===== src/rtl/mux2_arbiter_if.sv =====
// Handshake bundle between two requesters, the arbiter and the downstream sink.
// The master side drives requests and y_ready; the slave side is the arbiter.
interface mux2_arbiter_if #(
  parameter int WIDTH = 8
);
  logic             a_valid;
  logic [WIDTH-1:0] a_data;
  logic             a_ready;
  logic             b_valid;
  logic [WIDTH-1:0] b_data;
  logic             b_ready;
  logic             y_valid;
  logic [WIDTH-1:0] y_data;
  logic             y_ready;
  logic             sel;
  logic             busy;

  modport master (
    output a_valid, a_data, b_valid, b_data, y_ready,
    input  a_ready, b_ready, y_valid, y_data, sel, busy
  );

  modport slave (
    input  a_valid, a_data, b_valid, b_data, y_ready,
    output a_ready, b_ready, y_valid, y_data, sel, busy
  );
endinterface


===== src/rtl/mux2_arbiter.sv =====
// Two-way round-robin burst arbiter with a registered grant; the output path is a
// combinational mux of the granted requester, so y_ready passes straight through.
module mux2_arbiter #(
  parameter int WIDTH     = 8,
  parameter int MAX_BURST = 4
) (
  input logic           clk,
  input logic           rst_n,
  mux2_arbiter_if.slave bus
);

  typedef enum logic [1:0] {IDLE, GNT_A, GNT_B} state_t;

  localparam logic [3:0] LAST_CNT = 4'(MAX_BURST - 1);

  state_t           r_state;
  state_t           w_state_nxt;
  logic [3:0]       r_cnt;
  logic [3:0]       w_cnt_nxt;
  logic             r_last_b;
  logic             w_last_b_nxt;
  logic             r_sel;
  logic             w_sel_nxt;

  logic             w_grant_a;
  logic             w_grant_b;
  logic             w_to_idle;
  logic             w_cur_vld;
  logic             w_oth_vld;
  logic             w_beat;
  logic             w_release;
  logic             w_y_valid;
  logic [WIDTH-1:0] w_y_data;
  logic             w_a_ready;
  logic             w_b_ready;

  always_ff @(posedge clk or negedge rst_n) begin
    if (!rst_n) begin
      r_state  <= IDLE;
      r_cnt    <= 4'd0;
      r_last_b <= 1'b1;
      r_sel    <= 1'b0;
    end else begin
      r_state  <= w_state_nxt;
      r_cnt    <= w_cnt_nxt;
      r_last_b <= w_last_b_nxt;
      r_sel    <= w_sel_nxt;
    end
  end

  always_comb begin
    w_state_nxt  = r_state;
    w_cnt_nxt    = r_cnt;
    w_last_b_nxt = r_last_b;
    w_sel_nxt    = r_sel;
    w_grant_a    = 1'b0;
    w_grant_b    = 1'b0;
    w_to_idle    = 1'b0;
    w_cur_vld    = 1'b0;
    w_oth_vld    = 1'b0;
    w_beat       = 1'b0;
    w_release    = 1'b0;
    w_y_valid    = 1'b0;
    w_y_data     = '0;
    w_a_ready    = 1'b0;
    w_b_ready    = 1'b0;

    case (r_state)
      GNT_A: begin
        w_y_valid = bus.a_valid;
        w_y_data  = bus.a_data;
        w_a_ready = bus.y_ready;
        w_cur_vld = bus.a_valid;
        w_oth_vld = bus.b_valid;
      end
      GNT_B: begin
        w_y_valid = bus.b_valid;
        w_y_data  = bus.b_data;
        w_b_ready = bus.y_ready;
        w_cur_vld = bus.b_valid;
        w_oth_vld = bus.a_valid;
      end
      default: begin
        // Tie goes to whoever was not served last.
        if (bus.a_valid && (!bus.b_valid || r_last_b)) begin
          w_grant_a = 1'b1;
        end else if (bus.b_valid) begin
          w_grant_b = 1'b1;
        end
      end
    endcase

    if (r_state != IDLE) begin
      w_beat    = w_cur_vld && bus.y_ready;
      w_release = !w_cur_vld || (w_beat && (r_cnt == LAST_CNT));
      if (w_release) begin
        // Prefer handing over to the other side; otherwise regrant or go idle.
        if (w_oth_vld) begin
          w_grant_a = (r_state == GNT_B);
          w_grant_b = (r_state == GNT_A);
        end else if (w_cur_vld) begin
          w_grant_a = (r_state == GNT_A);
          w_grant_b = (r_state == GNT_B);
        end else begin
          w_to_idle = 1'b1;
        end
      end else if (w_beat) begin
        w_cnt_nxt = r_cnt + 4'd1;
      end
    end

    if (w_grant_a) begin
      w_state_nxt  = GNT_A;
      w_cnt_nxt    = 4'd0;
      w_last_b_nxt = 1'b0;
      w_sel_nxt    = 1'b0;
    end else if (w_grant_b) begin
      w_state_nxt  = GNT_B;
      w_cnt_nxt    = 4'd0;
      w_last_b_nxt = 1'b1;
      w_sel_nxt    = 1'b1;
    end else if (w_to_idle) begin
      w_state_nxt  = IDLE;
      w_cnt_nxt    = 4'd0;
    end
  end

  assign bus.y_valid = w_y_valid;
  assign bus.y_data  = w_y_data;
  assign bus.a_ready = w_a_ready;
  assign bus.b_ready = w_b_ready;
  assign bus.sel     = r_sel;
  assign bus.busy    = (r_state != IDLE);

endmodule


===== src/flat_wrapper.sv =====
// flat-port wrapper written by rule: the top's interface ports become plain ports
module mux2_arbiter_flat 
#(
  parameter int WIDTH     = 8,
  parameter int MAX_BURST = 4
)
  (clk, rst_n, bus_a_valid, bus_a_data, bus_b_valid, bus_b_data, bus_y_ready, bus_a_ready, bus_b_ready, bus_y_valid, bus_y_data, bus_sel, bus_busy);
  mux2_arbiter_if #(.WIDTH(WIDTH)) bus_i ();
  input logic clk;
  input logic rst_n;
  input wire logic [$bits(bus_i.a_valid)-1:0] bus_a_valid;
  input wire logic [$bits(bus_i.a_data)-1:0] bus_a_data;
  input wire logic [$bits(bus_i.b_valid)-1:0] bus_b_valid;
  input wire logic [$bits(bus_i.b_data)-1:0] bus_b_data;
  input wire logic [$bits(bus_i.y_ready)-1:0] bus_y_ready;
  output wire logic [$bits(bus_i.a_ready)-1:0] bus_a_ready;
  output wire logic [$bits(bus_i.b_ready)-1:0] bus_b_ready;
  output wire logic [$bits(bus_i.y_valid)-1:0] bus_y_valid;
  output wire logic [$bits(bus_i.y_data)-1:0] bus_y_data;
  output wire logic [$bits(bus_i.sel)-1:0] bus_sel;
  output wire logic [$bits(bus_i.busy)-1:0] bus_busy;
  assign bus_i.a_valid = bus_a_valid;
  assign bus_i.a_data = bus_a_data;
  assign bus_i.b_valid = bus_b_valid;
  assign bus_i.b_data = bus_b_data;
  assign bus_i.y_ready = bus_y_ready;
  assign bus_a_ready = bus_i.a_ready;
  assign bus_b_ready = bus_i.b_ready;
  assign bus_y_valid = bus_i.y_valid;
  assign bus_y_data = bus_i.y_data;
  assign bus_sel = bus_i.sel;
  assign bus_busy = bus_i.busy;
  mux2_arbiter #(.WIDTH(WIDTH), .MAX_BURST(MAX_BURST)) u_core (.clk(clk), .rst_n(rst_n), .bus(bus_i));
endmodule

===== config.mk =====
export PLATFORM = sky130hd
export DESIGN_NAME = mux2_arbiter_flat
export DESIGN_NICKNAME = d
export VERILOG_FILES = /design/src/rtl/mux2_arbiter_if.sv /design/src/rtl/mux2_arbiter.sv /design/src/flat_wrapper.sv
export SDC_FILE = /design/constraint.sdc
export NUM_CORES = 1
export LEC_CHECK = 0
export ABC_AREA = 1
export CORE_MARGIN = 8
export CORE_UTILIZATION = 25
export CTS_CLUSTER_DIAMETER = 80
export DETAILED_ROUTE_END_ITERATION = 10
export MAX_ROUTING_LAYER = met4
export PLACE_DENSITY = 0.58
export SLEW_MARGIN = 20
export SYNTH_ARGS = -nofsm -noshare
export SYNTH_HDL_FRONTEND = slang
export SYNTH_SLANG_ARGS = --single-unit

===== constraint.sdc =====
create_clock -name clk -period 1.9 [get_ports clk]
set_input_delay 0.19 -clock clk [delete_from_list [all_inputs] [get_ports clk]]
set_output_delay 0.19 -clock clk [all_outputs]
set_load 0.03 [all_outputs]

Word level (Yosys, flattened, before mapping)

Index checks and enable logic that the tools add are counted.

Bits in registers: 8
Bits of input ports: 21
Output and inout bits: 13

Eq/ne operators: 4
Reduce and logical (&&, ||, !) cells: 14
Muxes and demuxes: 33
Add/sub/neg operators: 1

Operators by type and width:

| operator              | number |
|---|---|
| $mux W4               | 6 |
| $mux W1               | 21 |
| $pmux W8 S2           | 1 |
| $reduce_bool A4 Y1    | 2 |
| $mux W2               | 3 |
| $add A4 B1 Y4 const B | 1 |
| $eq A4 B2 Y1 const B  | 1 |
| $ne A4 B1 Y1 const B  | 1 |
| $pmux W1 S2           | 2 |
| $reduce_bool A2 Y1    | 2 |
| $logic_and A1 B1 Y1   | 3 |
| $reduce_and A3 Y1     | 1 |
| $reduce_bool A3 Y1    | 1 |
| $eq A2 B1 Y1 const B  | 1 |
| $eq A2 B2 Y1 const B  | 1 |
| $logic_not A1 Y1      | 2 |
| $logic_or A1 B1 Y1    | 2 |
| $reduce_or A2 Y1      | 1 |

Depth between registers and ports, before layout

Depth after elaboration: 11
Depth in mapped cells: 15
Depth with buffers taken out: 14

Worst setup path after synthesis

OpenSTA, ideal clock, no wires.

Path type: reg-to-reg
Start point: register u_core.r_state[0]
End point: register u_core.r_cnt[2]
Data required time: 1,835 ps
Stages on the path, launching flop included: 16
Setup time: 65 ps
Path slack: 134 ps
Period minus slack after synthesis: 1,766 ps
Buffers on the path: 1
Data arrival time: 1,701 ps
Path through: dfrtp_1 > inv_1 > ha_1 > buf_6 > nand2_1 > nand2_1 > nand2_2 > inv_2 > o21ai_0 > nand2_1 > nand2_2 > nand2_4 > nand3_4 > nand2_2 > nand2_1 > nand2_1

Word-level cells in the longest chain between the ends: 10
Elaborated cells on any way between the ends: 31
Those cells by class: eq/ne (3); mux (19); reduce/logical (9)

Ends and longest elaborated chain:

| element                                              | line               | text |
|---|---|---|
| start, declared                                      | mux2_arbiter.sv:16 | `state_t r_state;` |
| start signal, assigned                               | mux2_arbiter.sv:44 | `r_state <= w_state_nxt;` |
| $eq A2 B2 Y1 or $eq A2 B1 Y1 (tied branches)         | --                 |  |
| $pmux W1 S2 *                                        | --                 |  |
| via bus_y_valid                                      | flat_wrapper.sv:18 | `output wire logic [$bits(bus_i.y_valid)-1:0] bus_y_valid;` |
| branches (longest 8 deep; another with $ne A4 B1 Y1) | --                 |  |
| end signal, assigned                                 | mux2_arbiter.sv:45 | `r_cnt <= w_cnt_nxt;` |
| end, declared                                        | mux2_arbiter.sv:18 | `logic [3:0] r_cnt;` |

Mark *: on every way through the listed nets, which the timed path passes.
A chain may end at the register's enable or synchronous reset.

Final worst setup path

Start point: register u_core.r_state[1]
End point: output bus_y_data[4]

Word-level cells in the longest chain between the ends: 2
Elaborated cells on any way between the ends: 3
Those cells by class: eq/ne (2); mux (1)

Ends and longest elaborated chain:

| element                                      | line               | text |
|---|---|---|
| $eq A2 B2 Y1 or $eq A2 B1 Y1 (tied branches) | mux2_arbiter.sv:68 | `case (r_state)` |
| $pmux W8 S2 *                                | mux2_arbiter.sv:68 |  |
| end, declared                                | flat_wrapper.sv:19 | `output wire logic [$bits(bus_i.y_data)-1:0] bus_y_data;` |

Every way passes the cells marked *; elsewhere a longest branch is shown, timed or not.

==> results.ini <==
[power]
irDropWorstVdd_mv = 0.788
powerDensity_nw_per_um2 = 1440
finalPower_uw = 1810
p_leak_uw = 0.000648

[clock_network]
ctsLongestPathBuffers = 2
clockRootBuffer = clkbuf_4
cts_buffers = 3
path_clk_slew_ns = 0.07
cts_sinks = 8
postCtsHoldBufs = 0
clock_latency_ns = 0.27
cts_max_level = 1
cts_tree = built

[timing]
clock-skew-final_ns = 0.0142
setup_viol = 0
slew_viol_final = 0
worst_slew_pin_slew_ns = 0.368
fmax_mhz = 553
fin_crit_sh = 0.953
slew_headroom = 0.754
fin_crit_ns = 1.81
finalHoldViolCount = 0

[worst_setup_path]
crit_required_ns = 1.71
worstPathArrival_ns = 1.62
cp-end-kind = output port
worstPathMaxFanout = 8
critical_path_class = flop to output port
cp-start-kind = flop

[place]
port-buffer-count = 33
place_hpwl_um = 1880
gp_congestion = 0.857

[synthesis]
ys.flop_type = dfrtp_1
synth_nets = 151
yosysMostFrequentCell = nand2_1
synthCells = 124
avgSynthCellArea_um2 = 6.54
async_flop_share = 1.00
synth_edf_count = 0
synthDistinctLibCells = 22
ys_seq_area_frac = 0.248
synthTopCellsByArea = dfrtp_1, nand2_1, ha_1
synth_warnings = 0
synth_top_area_share = 0.216
synth-seq-cells = 8
netlist_top_cells_count = nand2_1, inv_1, nand3_1
syn_area_um2 = 811
yosys.area.top_type = dfrtp_1

[floorplan]
rows = 20
dieArea_um2 = 5320
core_um2 = 3080
pin_count = 34
die_y_um = 73.0
start_util = 0.263
die_w_um = 73.0

[grt]
grtUsageMet2 = 0.143
overflow = 0
use_met3 = 0.0275
antenna_found_initial = 0
gr-max-usage-layer = met2
grt_pass1_wl_um = 3770
use_met1 = 0.0993
grt_start_max_net_pins = 10
grt_pass1_vias = 867
grt.total_usage = 0.0918

[cells_and_area]
fillers = 332
drive_above_1_share = 0.220
antennaDiodeCount = 0
fin_nets = 192
syn2layout_area_growth_pct = 55.1
utilization = 0.409

[routing]
vias = 902
wl_per_cell_um = 11.7
drc_errors = 0
ant_nets = 0
totalWireLength_um = 2440
drt_iter0_drc = 24
via_per_inst = 4.34
drtPass1Iterations = 5

[flow_run]
cap_violations = 0

[hold_path]
hold_class = primary input to asynchronous set/reset pin

[outcome]
status = completed

path summary, 6_finish.rpt:
path,endpoint,depth (start not counted),start,slack [ns]
worst min-delay path,u_core.r_cnt[3],1,rst_n,0.20
worst max-delay path,bus_y_data[4],6,u_core.r_state[1],0.09
max in group asynchronous,u_core.r_last_b,1,rst_n,1.38
min in group clk,u_core.bus.sel,2,u_core.bus.sel,0.51
worst min register to register,u_core.bus.sel,2,u_core.bus.sel,0.51
worst max register to register,u_core.r_cnt[0],13,u_core.r_state[1],0.14
where the power goes:
group | internal (uW) | leakage (uW) | total [uW] | switching, uW
sequential | 229 | 0.000104 | 263 | 33.4
combinational | 528 | 0.000529 | 1400 | 873
clock | 80.8 | 0.0000150 | 149 | 68.4
placed cells by master (no fill, tap or decap), types with 3 or more instances in the layout:
cell type        netlist  layout
nand2_1               45      45
nand2_2                5       5
nor2_1                 5       5
dfrtp_1                7       7
clkbuf_4               0       3
inv_1                 15      13
a21oi_1                9       9
inv_2                  2       4
buf_4                  0      15
ha_4                   0       3
o21ai_0                5       4
nand3_1               10      10
clkdlybuf4s50_1        0      21
ha_1                   6       3
per-stage QoR:
step	hold WS, ns	setup TNS [ns]	std cells	area, um2	worst slack (ns)
2_1_floorplan	-0.106	0	124	811	0.134
3_3_place_gp	0.494	0	202	1180	0.0235
3_5_place_dp	0.496	0	202	1180	0.00582
4_1_cts	0.213	-0.0594	206	1200	-0.0405
5_1_grt	0.237	-0.0431	208	1260	-0.0171
6_report	0.197	0	208	1260	0.0902
what timing repair did:
item | CTS | global route
pin swaps | 0 | 0
endpoints found under the setup margin | 5 | 16
endpoints found under the hold margin | 0 | 0
buffers inserted | 0 | 2
gates resized for setup | 2 | 10
critical path: stages, from the launching register on:
cell and delay, ns:
dfrtp_1 0.38, inv_2 0.09, ha_4 0.31, clkinv_1 0.08, buf_4 0.16, a21oi_1 0.15, buf_4 0.19
flip-flops by register name (all words and copies together) (netlist names):
name / count
u_core.bus.sel: 1
u_core.r_cnt: 4
u_core.r_state: 2
u_core.r_last_b: 1
kinds of logic after synthesis:
logic type	Yosys count	share of synthesized area
adder cells (fa/ha/maj)	6	0.0926
AND/OR/NAND/NOR	72	0.434
buffers and inverters	20	0.103
flip-flops	8	0.248
AO/OA/AOI/OAI	16	0.100
XOR/XNOR	2	0.0216
metal layers:
metal	wire (um)	vias to the layer above
met1	1110	388
met3	236	7
met4	67	0
met5	0	-
li1	-	468
met2	1030	39
final cells by class:
type                            count  area [um2]  share of cell area
Multi-Input combinational cell     96         567               0.451
Timing Repair Buffer               38         340               0.271
Sequential cell                     8         201               0.160
Inverter                           18        67.6              0.0537
Tap cell                           44        55.1              0.0438
Clock buffer                        4        26.3              0.0209
Note: power is estimated with default switching activity, not from simulation.
